File: config.mk
export PLATFORM = sky130hd
export DESIGN_NAME = boreal_bus_arbiter
export DESIGN_NICKNAME = d
export VERILOG_FILES = /design/src/rtl/boreal_pkg.sv /design/src/rtl/boreal_arb_watchdog.sv /design/src/rtl/boreal_bus_arbiter.sv
export SDC_FILE = /design/constraint.sdc
export NUM_CORES = 1
export LEC_CHECK = 0
export CAP_MARGIN = 20
export CELL_PAD_IN_SITES_DETAIL_PLACEMENT = 1
export CELL_PAD_IN_SITES_GLOBAL_PLACEMENT = 1
export CORE_ASPECT_RATIO = 0.7
export CORE_MARGIN = 1.5
export CORE_UTILIZATION = 32
export DETAILED_ROUTE_END_ITERATION = 12
export PLACE_DENSITY = 0.91
export SYNTH_ARGS = -nofsm -noshare
export SYNTH_HDL_FRONTEND = slang
export SYNTH_HIERARCHICAL = 1
export SYNTH_SLANG_ARGS = --single-unit
File: constraint.sdc
create_clock -name clk -period 2.8 [get_ports clk]
set_input_delay 0.56 -clock clk [delete_from_list [all_inputs] [get_ports clk]]
set_output_delay 0.56 -clock clk [all_outputs]
set_load 0.005 [all_outputs]
File: src/rtl/boreal_pkg.sv
// Shared encodings and constants for the boreal interconnect arbiter slice.
// Pure declarations; no timing or flow control of its own.
package boreal_pkg;

    typedef enum logic [1:0] {
        ARB_IDLE     = 2'd0,
        ARB_BUS_PUB  = 2'd1,
        ARB_BUS_GATE = 2'd2,
        ARB_RESP     = 2'd3
    } arb_state_e;

    localparam logic [3:0] REGION_PRIV         = 4'h2;
    localparam int         ARB_TIMEOUT_DEFAULT = 256;

    function automatic logic is_priv_region(input logic [3:0] region);
        return region == REGION_PRIV;
    endfunction

endpackage

File: src/rtl/boreal_arb_watchdog.sv
// Bus-phase watchdog: counts cycles while enabled, flags expiry combinationally.
// Expire is high in the TIMEOUT_CYC-th enabled cycle; clear has priority over enable.
module boreal_arb_watchdog #(
    parameter int TIMEOUT_CYC = 256
) (
    input  logic clk,
    input  logic rst_n,
    input  logic clr_i,
    input  logic en_i,
    output logic expire_o
);

    localparam int CW = $clog2(TIMEOUT_CYC);

    logic [CW-1:0] cnt_q;
    logic [CW-1:0] cnt_d;

    always_comb begin
        cnt_d = cnt_q;
        if (clr_i) begin
            cnt_d = '0;
        end else if (en_i) begin
            cnt_d = cnt_q + 1'b1;
        end
    end

    always_ff @(posedge clk or negedge rst_n) begin
        if (!rst_n) begin
            cnt_q <= '0;
        end else begin
            cnt_q <= cnt_d;
        end
    end

    assign expire_o = en_i && (cnt_q == CW'(TIMEOUT_CYC - 1));

endmodule

File: src/rtl/boreal_bus_arbiter.sv
// Two-master arbiter (gate strictly first) with PRIV filtering and bus watchdog; 1 cycle req->arb_req, 1 cycle slave->master.
// Masters hold req until ack/err; BOREAL_ARB_FAIRNESS_EN adds a starvation override for the public master.
module boreal_bus_arbiter
    import boreal_pkg::*;
#(
    parameter int ADDR_W      = 32,
    parameter int TIMEOUT_CYC = ARB_TIMEOUT_DEFAULT
`ifdef BOREAL_ARB_FAIRNESS_EN
    ,
    parameter int STARVE_LIMIT = 8
`endif
) (
    input  logic              clk,
    input  logic              rst_n,
    input  logic              pub_req,
    input  logic [ADDR_W-1:0] pub_addr,
    output logic              pub_ack,
    output logic              pub_err,
    input  logic              gate_req,
    input  logic [ADDR_W-1:0] gate_addr,
    output logic              gate_ack,
    output logic              gate_err,
    output logic              arb_req,
    output logic [ADDR_W-1:0] arb_addr,
    output logic              arb_is_gate,
    input  logic              slv_ack,
    input  logic              slv_err,
    output logic              timeout_irq
);

    arb_state_e        state_q, state_d;
    logic [ADDR_W-1:0] addr_q, addr_d;
    logic              owner_gate_q, owner_gate_d;
    logic              err_q, err_d;
    logic              tmo_q, tmo_d;
    logic              in_bus, in_resp, wd_expire, pub_priv, pub_first, gate_win;

    assign in_bus   = (state_q == ARB_BUS_PUB) || (state_q == ARB_BUS_GATE);
    assign in_resp  = (state_q == ARB_RESP);
    assign pub_priv = is_priv_region(pub_addr[ADDR_W-1 -: 4]);
    assign gate_win = gate_req && !pub_first;

    boreal_arb_watchdog #(
        .TIMEOUT_CYC(TIMEOUT_CYC)
    ) u_watchdog (
        .clk      (clk),
        .rst_n    (rst_n),
        .clr_i    (!in_bus),
        .en_i     (in_bus),
        .expire_o (wd_expire)
    );

`ifdef BOREAL_ARB_FAIRNESS_EN
    localparam int SW = $clog2(STARVE_LIMIT + 1);

    logic [SW-1:0] starve_q, starve_d;

    assign pub_first = pub_req && (starve_q == SW'(STARVE_LIMIT));

    // Only grants decided in IDLE move the counter; a public grant or reject resets it.
    always_comb begin
        starve_d = starve_q;
        if (state_q == ARB_IDLE) begin
            if (gate_win && pub_req && (starve_q != SW'(STARVE_LIMIT))) begin
                starve_d = starve_q + 1'b1;
            end else if (!gate_win && pub_req) begin
                starve_d = '0;
            end
        end
    end

    always_ff @(posedge clk or negedge rst_n) begin
        if (!rst_n) begin
            starve_q <= '0;
        end else begin
            starve_q <= starve_d;
        end
    end
`else
    assign pub_first = 1'b0;
`endif

    always_comb begin
        state_d      = state_q;
        addr_d       = addr_q;
        owner_gate_d = owner_gate_q;
        err_d        = err_q;
        tmo_d        = 1'b0;
        unique case (state_q)
            ARB_IDLE: begin
                if (gate_win) begin
                    state_d      = ARB_BUS_GATE;
                    addr_d       = gate_addr;
                    owner_gate_d = 1'b1;
                end else if (pub_req) begin
                    owner_gate_d = 1'b0;
                    if (pub_priv) begin
                        state_d = ARB_RESP;
                        err_d   = 1'b1;
                    end else begin
                        state_d = ARB_BUS_PUB;
                        addr_d  = pub_addr;
                    end
                end
            end
            ARB_BUS_PUB, ARB_BUS_GATE: begin
                // A real slave response in the expiry cycle beats the timeout.
                if (slv_err || slv_ack) begin
                    state_d = ARB_RESP;
                    err_d   = slv_err;
                end else if (wd_expire) begin
                    state_d = ARB_RESP;
                    err_d   = 1'b1;
                    tmo_d   = 1'b1;
                end
            end
            ARB_RESP: state_d = ARB_IDLE;
            default:  state_d = ARB_IDLE;
        endcase
    end

    always_ff @(posedge clk or negedge rst_n) begin
        if (!rst_n) begin
            state_q      <= ARB_IDLE;
            addr_q       <= '0;
            owner_gate_q <= 1'b0;
            err_q        <= 1'b0;
            tmo_q        <= 1'b0;
        end else begin
            state_q      <= state_d;
            addr_q       <= addr_d;
            owner_gate_q <= owner_gate_d;
            err_q        <= err_d;
            tmo_q        <= tmo_d;
        end
    end

    assign arb_req     = in_bus;
    assign arb_addr    = addr_q;
    assign arb_is_gate = (state_q == ARB_BUS_GATE);
    assign pub_ack     = in_resp && !owner_gate_q && !err_q;
    assign pub_err     = in_resp && !owner_gate_q &&  err_q;
    assign gate_ack    = in_resp &&  owner_gate_q && !err_q;
    assign gate_err    = in_resp &&  owner_gate_q &&  err_q;
    assign timeout_irq = tmo_q;

endmodule

== Word level (Yosys, flattened, before mapping) ==
Index checks and enable logic that the tools add are counted.

* $add $sub $neg: 1
* Equal/unequal tests: 11
* Muxes and demuxes: 21
* Reduce and logical (&&, ||, !) cells: 19

{| class="wikitable"
|+ Operators with widths
! kind !! number
|-
| two-way mux 32 bit || 3
|-
| two-way mux 1 bit || 10
|-
| two-way mux 2 bit || 5
|-
| adder 8 x 1 -> 8 bit (second input constant) || 1
|-
| == test 8 bit (second input constant) || 1
|-
| two-way mux 8 bit || 1
|-
| inequality test 2 bit (second input constant) || 4
|-
| logical AND 1 bit || 7
|-
| case mux 2 bit (3 select lines) || 1
|-
| AND reduction 5 bit || 1
|-
| == test 2 bit (second input constant) || 2
|-
| == test 4 x 2 -> 1 bit (second input constant) || 1
|-
| AND reduction 2 bit || 2
|-
| nonzero test 2 bit || 2
|-
| inequality test 3 x 2 -> 1 bit (second input constant) || 1
|-
| inequality test 3 bit (second input constant) || 1
|-
| AND reduction 3 bit || 1
|-
| == test 2 x 1 -> 1 bit (second input constant) || 1
|-
| logical NOT 1 bit || 2
|-
| logical NOT 2 bit || 1
|-
| logical OR 1 bit || 2
|-
| case mux 1 bit (2 select lines) || 1
|-
| OR reduction 2 bit || 1
|}

* Bits in registers: 45
* Input port bits: 70
* Output and inout port bits: 39
* Word-level logic and storage cells: 58

== Depth between registers and ports, before layout ==
* Depth in word-level cells: 6
* Depth in mapped cells: 8

== Modules after synthesis ==
Netlist, hierarchy kept.

{| class="wikitable"
|+ Modules (own cells, without submodules)
! module !! times used !! cells an instance !! area each (µm²) !! sequential area each (µm²)
|-
| boreal_bus_arbiter || 1 || 186 || 1820.5 || 925.9
|-
| boreal_arb_watchdog || 1 || 39 || 402.9 || 200.2
|}

== Worst setup path before layout ==
No wires, ideal clock.

* Kind: reg2reg
* Start point: reg state_q[0]
* End point: reg state_q[0]
* Data arrival time: 1819 ps
* Data required time: 2675 ps
* Setup slack: 856 ps
* Stages on the path, launching flop included: 9
* Buffers on the path: 1
* Period minus slack after synthesis: 1944 ps
* Cell sequence: dfrtp_1 > inv_1 > ha_1 > buf_4 > nand3_1 > nor3_1 > nor4_1 > a21oi_1 > mux2_2

* Cells in the longest elaborated chain, start to end: 5
* Elaborated cells on any way between the ends: 11
* Classes of those cells: eq/ne: 5; mux: 1; reduce/logical: 5

{| class="wikitable"
|+ RTL lines
! what !! line !! source
|-
| start: declaration || boreal_bus_arbiter.sv:31 || <nowiki>arb_state_e state_q, state_d;</nowiki>
|-
| start signal: assignment || boreal_bus_arbiter.sv:130 || <nowiki>state_q <= state_d;</nowiki>
|-
| == test 2 x 1 -> 1 bit or == test 2 bit (tied branches) || boreal_bus_arbiter.sv:38 || <nowiki>assign in_bus = (state_q == ARB_BUS_PUB) || (state_q == ARB_BUS_GATE);</nowiki>
|-
| logical OR 1 bit * || boreal_bus_arbiter.sv:38 ||
|-
| via arb_req || boreal_bus_arbiter.sv:23 || <nowiki>output logic arb_req,</nowiki>
|-
| logical AND 1 bit * || boreal_arb_watchdog.sv:35 || <nowiki>assign expire_o = en_i && (cnt_q == CW'(TIMEOUT_CYC - 1));</nowiki>
|-
| via wd_expire || boreal_bus_arbiter.sv:36 || <nowiki>logic in_bus, in_resp, wd_expire, pub_priv, pub_first, gate_win;</nowiki>
|-
| inequality test 3 x 2 -> 1 bit (no line) * || -- ||
|-
| AND reduction 2 bit (no line) * || -- ||
|}

The timed path passes the listed nets; every way through them passes the cells marked *.
A chain may end at the register's enable or synchronous reset.

== Final worst setup path ==
* Start point: reg state_q[0]
* End point: out arb_req

* Cells in the longest elaborated chain, start to end: 2
* Elaborated cells on any way between the ends: 3
* Classes of those cells: eq/ne: 2; reduce/logical: 1

{| class="wikitable"
|+ RTL lines
! what !! line
|-
| == test 2 x 1 -> 1 bit or == test 2 bit (tied branches) || boreal_bus_arbiter.sv:38
|-
| logical OR 1 bit * || boreal_bus_arbiter.sv:38
|-
| end: declaration || boreal_bus_arbiter.sv:23
|}

Every way passes the cells marked *; elsewhere a longest branch is shown, timed or not.

==> metrics.log <==
[metrics] outcome: completed
[metrics] setup clock skew after layout: around 0.0081 ns
[metrics] height of the die: just over 70 um
[metrics] worst skew pair latency: ~0.30 ns
[metrics] post-cts hold buffer count: 0
[metrics] number of enable flip-flop cells after synthesis: 0
[metrics] Max Buffers Root-to-Sink: 2
[metrics] unrepaired setup endpoints after global routing: false
[metrics] PnR Total Power: approximately 3400 uW
[metrics] detailed-route DRC error count: 0
[metrics] Post-CTS Setup Inserts: 0
[metrics] cell type group with the largest total delay on the critical path: buffers and inverters
[metrics] Final HPWL DP: between 5 and 6 mm
[metrics] cells along the critical path: inv_1, ha_1, clkdlybuf4s50_1
[metrics] Worst Setup End Kind: output port
[metrics] Core Rows: 25
[metrics] core region area: 6730 um^2
[metrics] first-pass iteration count of the detailed router: 4
[metrics] most used flip-flop cell after synthesis: sky130_fd_sc_hd__dfrtp_1
[metrics] antenna violations before repair: 0
[metrics] MaxCap Viol Count: 0
[metrics] PnR worst setup slack: approximately 0.31 ns
[metrics] first-pass GRT wire length: between 10 and 15 mm
[metrics] buffer and inverter count on the worst path: 2
[metrics] H-tree depth reported by CTS: 2
[metrics] cell chosen for the clock root: sky130_fd_sc_hd__clkbuf_8
[metrics] initial standard-cell utilization of the core: around 33%
[metrics] summed area of non-filler cells in the final layout: roughly 3500 um^2
[metrics] number of synthesized register bits: between 40 and 50
[metrics] number of antenna diodes: 0
[metrics] Final GP Congestion: between 0.7 and 0.8
[metrics] IR Drop Worst-Case VDD: between 300 and 400 uV
[metrics] CTS Sinks: 45
[metrics] via count of the first global-routing pass: about 2.5k
[metrics] total congestion overflow after global routing: 0
[metrics] setup-violating endpoint count in the final report: 0
[metrics] Nets: about 400
[metrics] CTS tree: built
[metrics] largest fanout on the critical path: 11
[metrics] Data required, critical path: around 2.2 ns
[metrics] placed inst area: 3380 um^2
[metrics] signed area change from the synthesized netlist to the final layout: 57.2%
[metrics] sequential fraction of the synthesis area: 50.6%
[metrics] maximum number of pins on one net before global-route repair: 34
[metrics] static leakage power: approximately 0.0014 uW
[metrics] clock period minus worst slack: 2.49 ns
[metrics] syn_nets: 300
[metrics] slack of the worst reg-to-reg path: between 0.4 and 0.5 ns
[metrics] slew at the pin with the worst max-slew slack: approximately 0.58 ns
[metrics] Wirelength per Cell: between 15 and 20 um
[metrics] via count: about 2.3k
[metrics] total power per unit cell area: around 980 nW/um^2
[metrics] number of buffers inserted during clock tree synthesis: 5
[metrics] relative slew slack: 61.6%
[metrics] total wire length after detailed routing: 7.77 mm
[metrics] Mean Syn Cell Area: between 9 and 10 um^2
[metrics] width of the die: between 100 and 150 um
[metrics] pre-CTS setup slack: about 0.34 ns
[metrics] share of final-layout standard cells stronger than drive strength 1: around 6.3%
[metrics] library cell contributing the largest single delay on the critical path: sky130_fd_sc_hd__clkdlybuf4s50_1
[metrics] Achievable Freq: between 400 and 500 MHz
[metrics] max-slew violation count: 0
[metrics] via-per-instance ratio: about 5.4
[metrics] Fin. Hold Viols: 0
[metrics] starting DRC count in detailed routing: 50
[metrics] fraction of registers with async set/reset: 100%
[metrics] synth unique cells: 32
[metrics] Cell Area, Synth: 2220 um^2
[metrics] critical path type: reg2out
[metrics] startpoint of the most critical setup path: state_q[0]$_DFFE_PN0P_
[metrics] sort of element at the start of the critical path: flop
[metrics] DRT antenna net count: 0
[metrics] boundary pin count: between 100 and 150
[metrics] count of yosys warnings during synthesis: 6
[metrics] synthesized netlist cell count: 225
[metrics] cts repair resizes: 0
[metrics] worst min path class: in2async
[metrics] Reg-to-Reg Start: state_q[0]$_DFFE_PN0P_
[metrics] data arrival at the endpoint of the critical path: between 1.5 and 2 ns
[metrics] post-route setup TNS: 0 ns
[metrics] overall die area: approximately 7500 um^2
[metrics] delay contributed by the slowest stage of the critical path: approximately 0.6 ns
[metrics] overall global routing resource usage: between 20% and 30%
[metrics] count of input and output buffers: roughly 110
[metrics] clock-pin transition on the worst setup and hold timing paths: ~0.09 ns
[metrics] final clock period utilization by the worst path: around nine tenths
==> cells in the final DEF (no fill, tap or decap), types with 2 or more instances in the layout <==
cell type / netlist / layout
sky130_fd_sc_hd__nor2_1: 8 / 8
sky130_fd_sc_hd__clkbuf_8: 0 / 6
sky130_fd_sc_hd__xor2_1: 3 / 3
sky130_fd_sc_hd__nand2_1: 10 / 10
sky130_fd_sc_hd__buf_4: 1 / 8
sky130_fd_sc_hd__dfrtp_1: 45 / 45
sky130_fd_sc_hd__mux2i_1: 2 / 2
sky130_fd_sc_hd__nor4b_1: 2 / 2
sky130_fd_sc_hd__mux2_2: 2 / 2
sky130_fd_sc_hd__o22ai_1: 65 / 65
sky130_fd_sc_hd__nand3_1: 2 / 2
sky130_fd_sc_hd__ha_1: 5 / 5
sky130_fd_sc_hd__a21oi_1: 36 / 36
sky130_fd_sc_hd__inv_1: 5 / 5
sky130_fd_sc_hd__clkdlybuf4s50_1: 0 / 107
sky130_fd_sc_hd__or3_1: 3 / 3
sky130_fd_sc_hd__o21ai_0: 6 / 6
==> power by group <==
part	internal (uW)	switching, uW	leakage [uW]
clock network	291	228	0.0000585
logic	963	785	0.000779
registers	932	240	0.000529
total	2190	1250	0.00137
==> per-stage QoR <==
step | hold slack [ns] | util [%] | instances
floorplan | 0.264 | - | 225
global placement | 0.533 | 50.2 | 417
detailed placement | 0.539 | 50.2 | 417
CTS | 0.251 | 52.0 | 425
global route | 0.272 | 52.0 | 425
finish | 0.244 | 52.0 | 425
==> synthesized netlist by cell type, types with 2 or more instances <==
cell type,count,area share (%)
sky130_fd_sc_hd__nor2_1,8,1.4
sky130_fd_sc_hd__o22ai_1,65,18
sky130_fd_sc_hd__ha_1,5,2.8
sky130_fd_sc_hd__buf_6,3,1.5
sky130_fd_sc_hd__o21ai_0,6,1.4
sky130_fd_sc_hd__nand3_1,2,0.45
sky130_fd_sc_hd__nor4b_1,2,0.79
sky130_fd_sc_hd__clkbuf_1,9,1.5
sky130_fd_sc_hd__mux2_2,2,1.0
sky130_fd_sc_hd__a21oi_1,36,8.1
sky130_fd_sc_hd__dfrtp_1,45,51
sky130_fd_sc_hd__buf_2,4,0.90
sky130_fd_sc_hd__inv_1,5,0.84
sky130_fd_sc_hd__mux2i_1,2,0.90
sky130_fd_sc_hd__nand2_1,10,1.7
sky130_fd_sc_hd__xor2_1,3,1.2
sky130_fd_sc_hd__or3_1,3,0.84
==> layer usage <==
metal / up-vias / track usage, % / wire (um)
li1: 1082 / - / -
met1: 1139 / 26.4 / 3300
met2: 76 / 35.9 / 3900
met3: 9 / 5.46 / 477
met4: 0 / 6.24 / 93
met5: - / 0 / 0
==> registers in the layout, indices dropped and copies added (netlist names) <==
name / flops
state_q: 2
owner_gate_q: 1
timeout_irq: 1
arb_addr: 32
u_watchdog/cnt_q: 8
err_q: 1
==> final timing paths <==
check / to / cells after the start
worst max-delay path: arb_req / 3
worst min-delay path: arb_addr[4]$_DFFE_PN0P_ / 1
worst max register to register: state_q[0]$_DFFE_PN0P_ / 7
worst min register to register: owner_gate_q$_DFFE_PN0P_ / 2
max in group asynchronous: u_watchdog/cnt_q[6]$_DFFE_PN0P_ / 2
min in group clk: owner_gate_q$_DFFE_PN0P_ / 2
==> final cells by class <==
cell class                 instances  area (um^2)
fill                             757         3230
timing repair buffer             116         1140
sequential                        45         1130
multi-input combinational        157          980
tap                               94          118
clock buffer                       7         86.3
clock inverter                     1         30.0
inverter                           5         18.8
==> cells by family after synthesis <==
logic type | share of synthesized area, %
fa+ha+maj | 2.81
mux | 1.91
buf+inv | 5.29
flops | 50.6
compound gates | 28.4
simple gates | 9.34
xor+xnor | 1.58
Note: power is estimated with default switching activity, not from simulation.
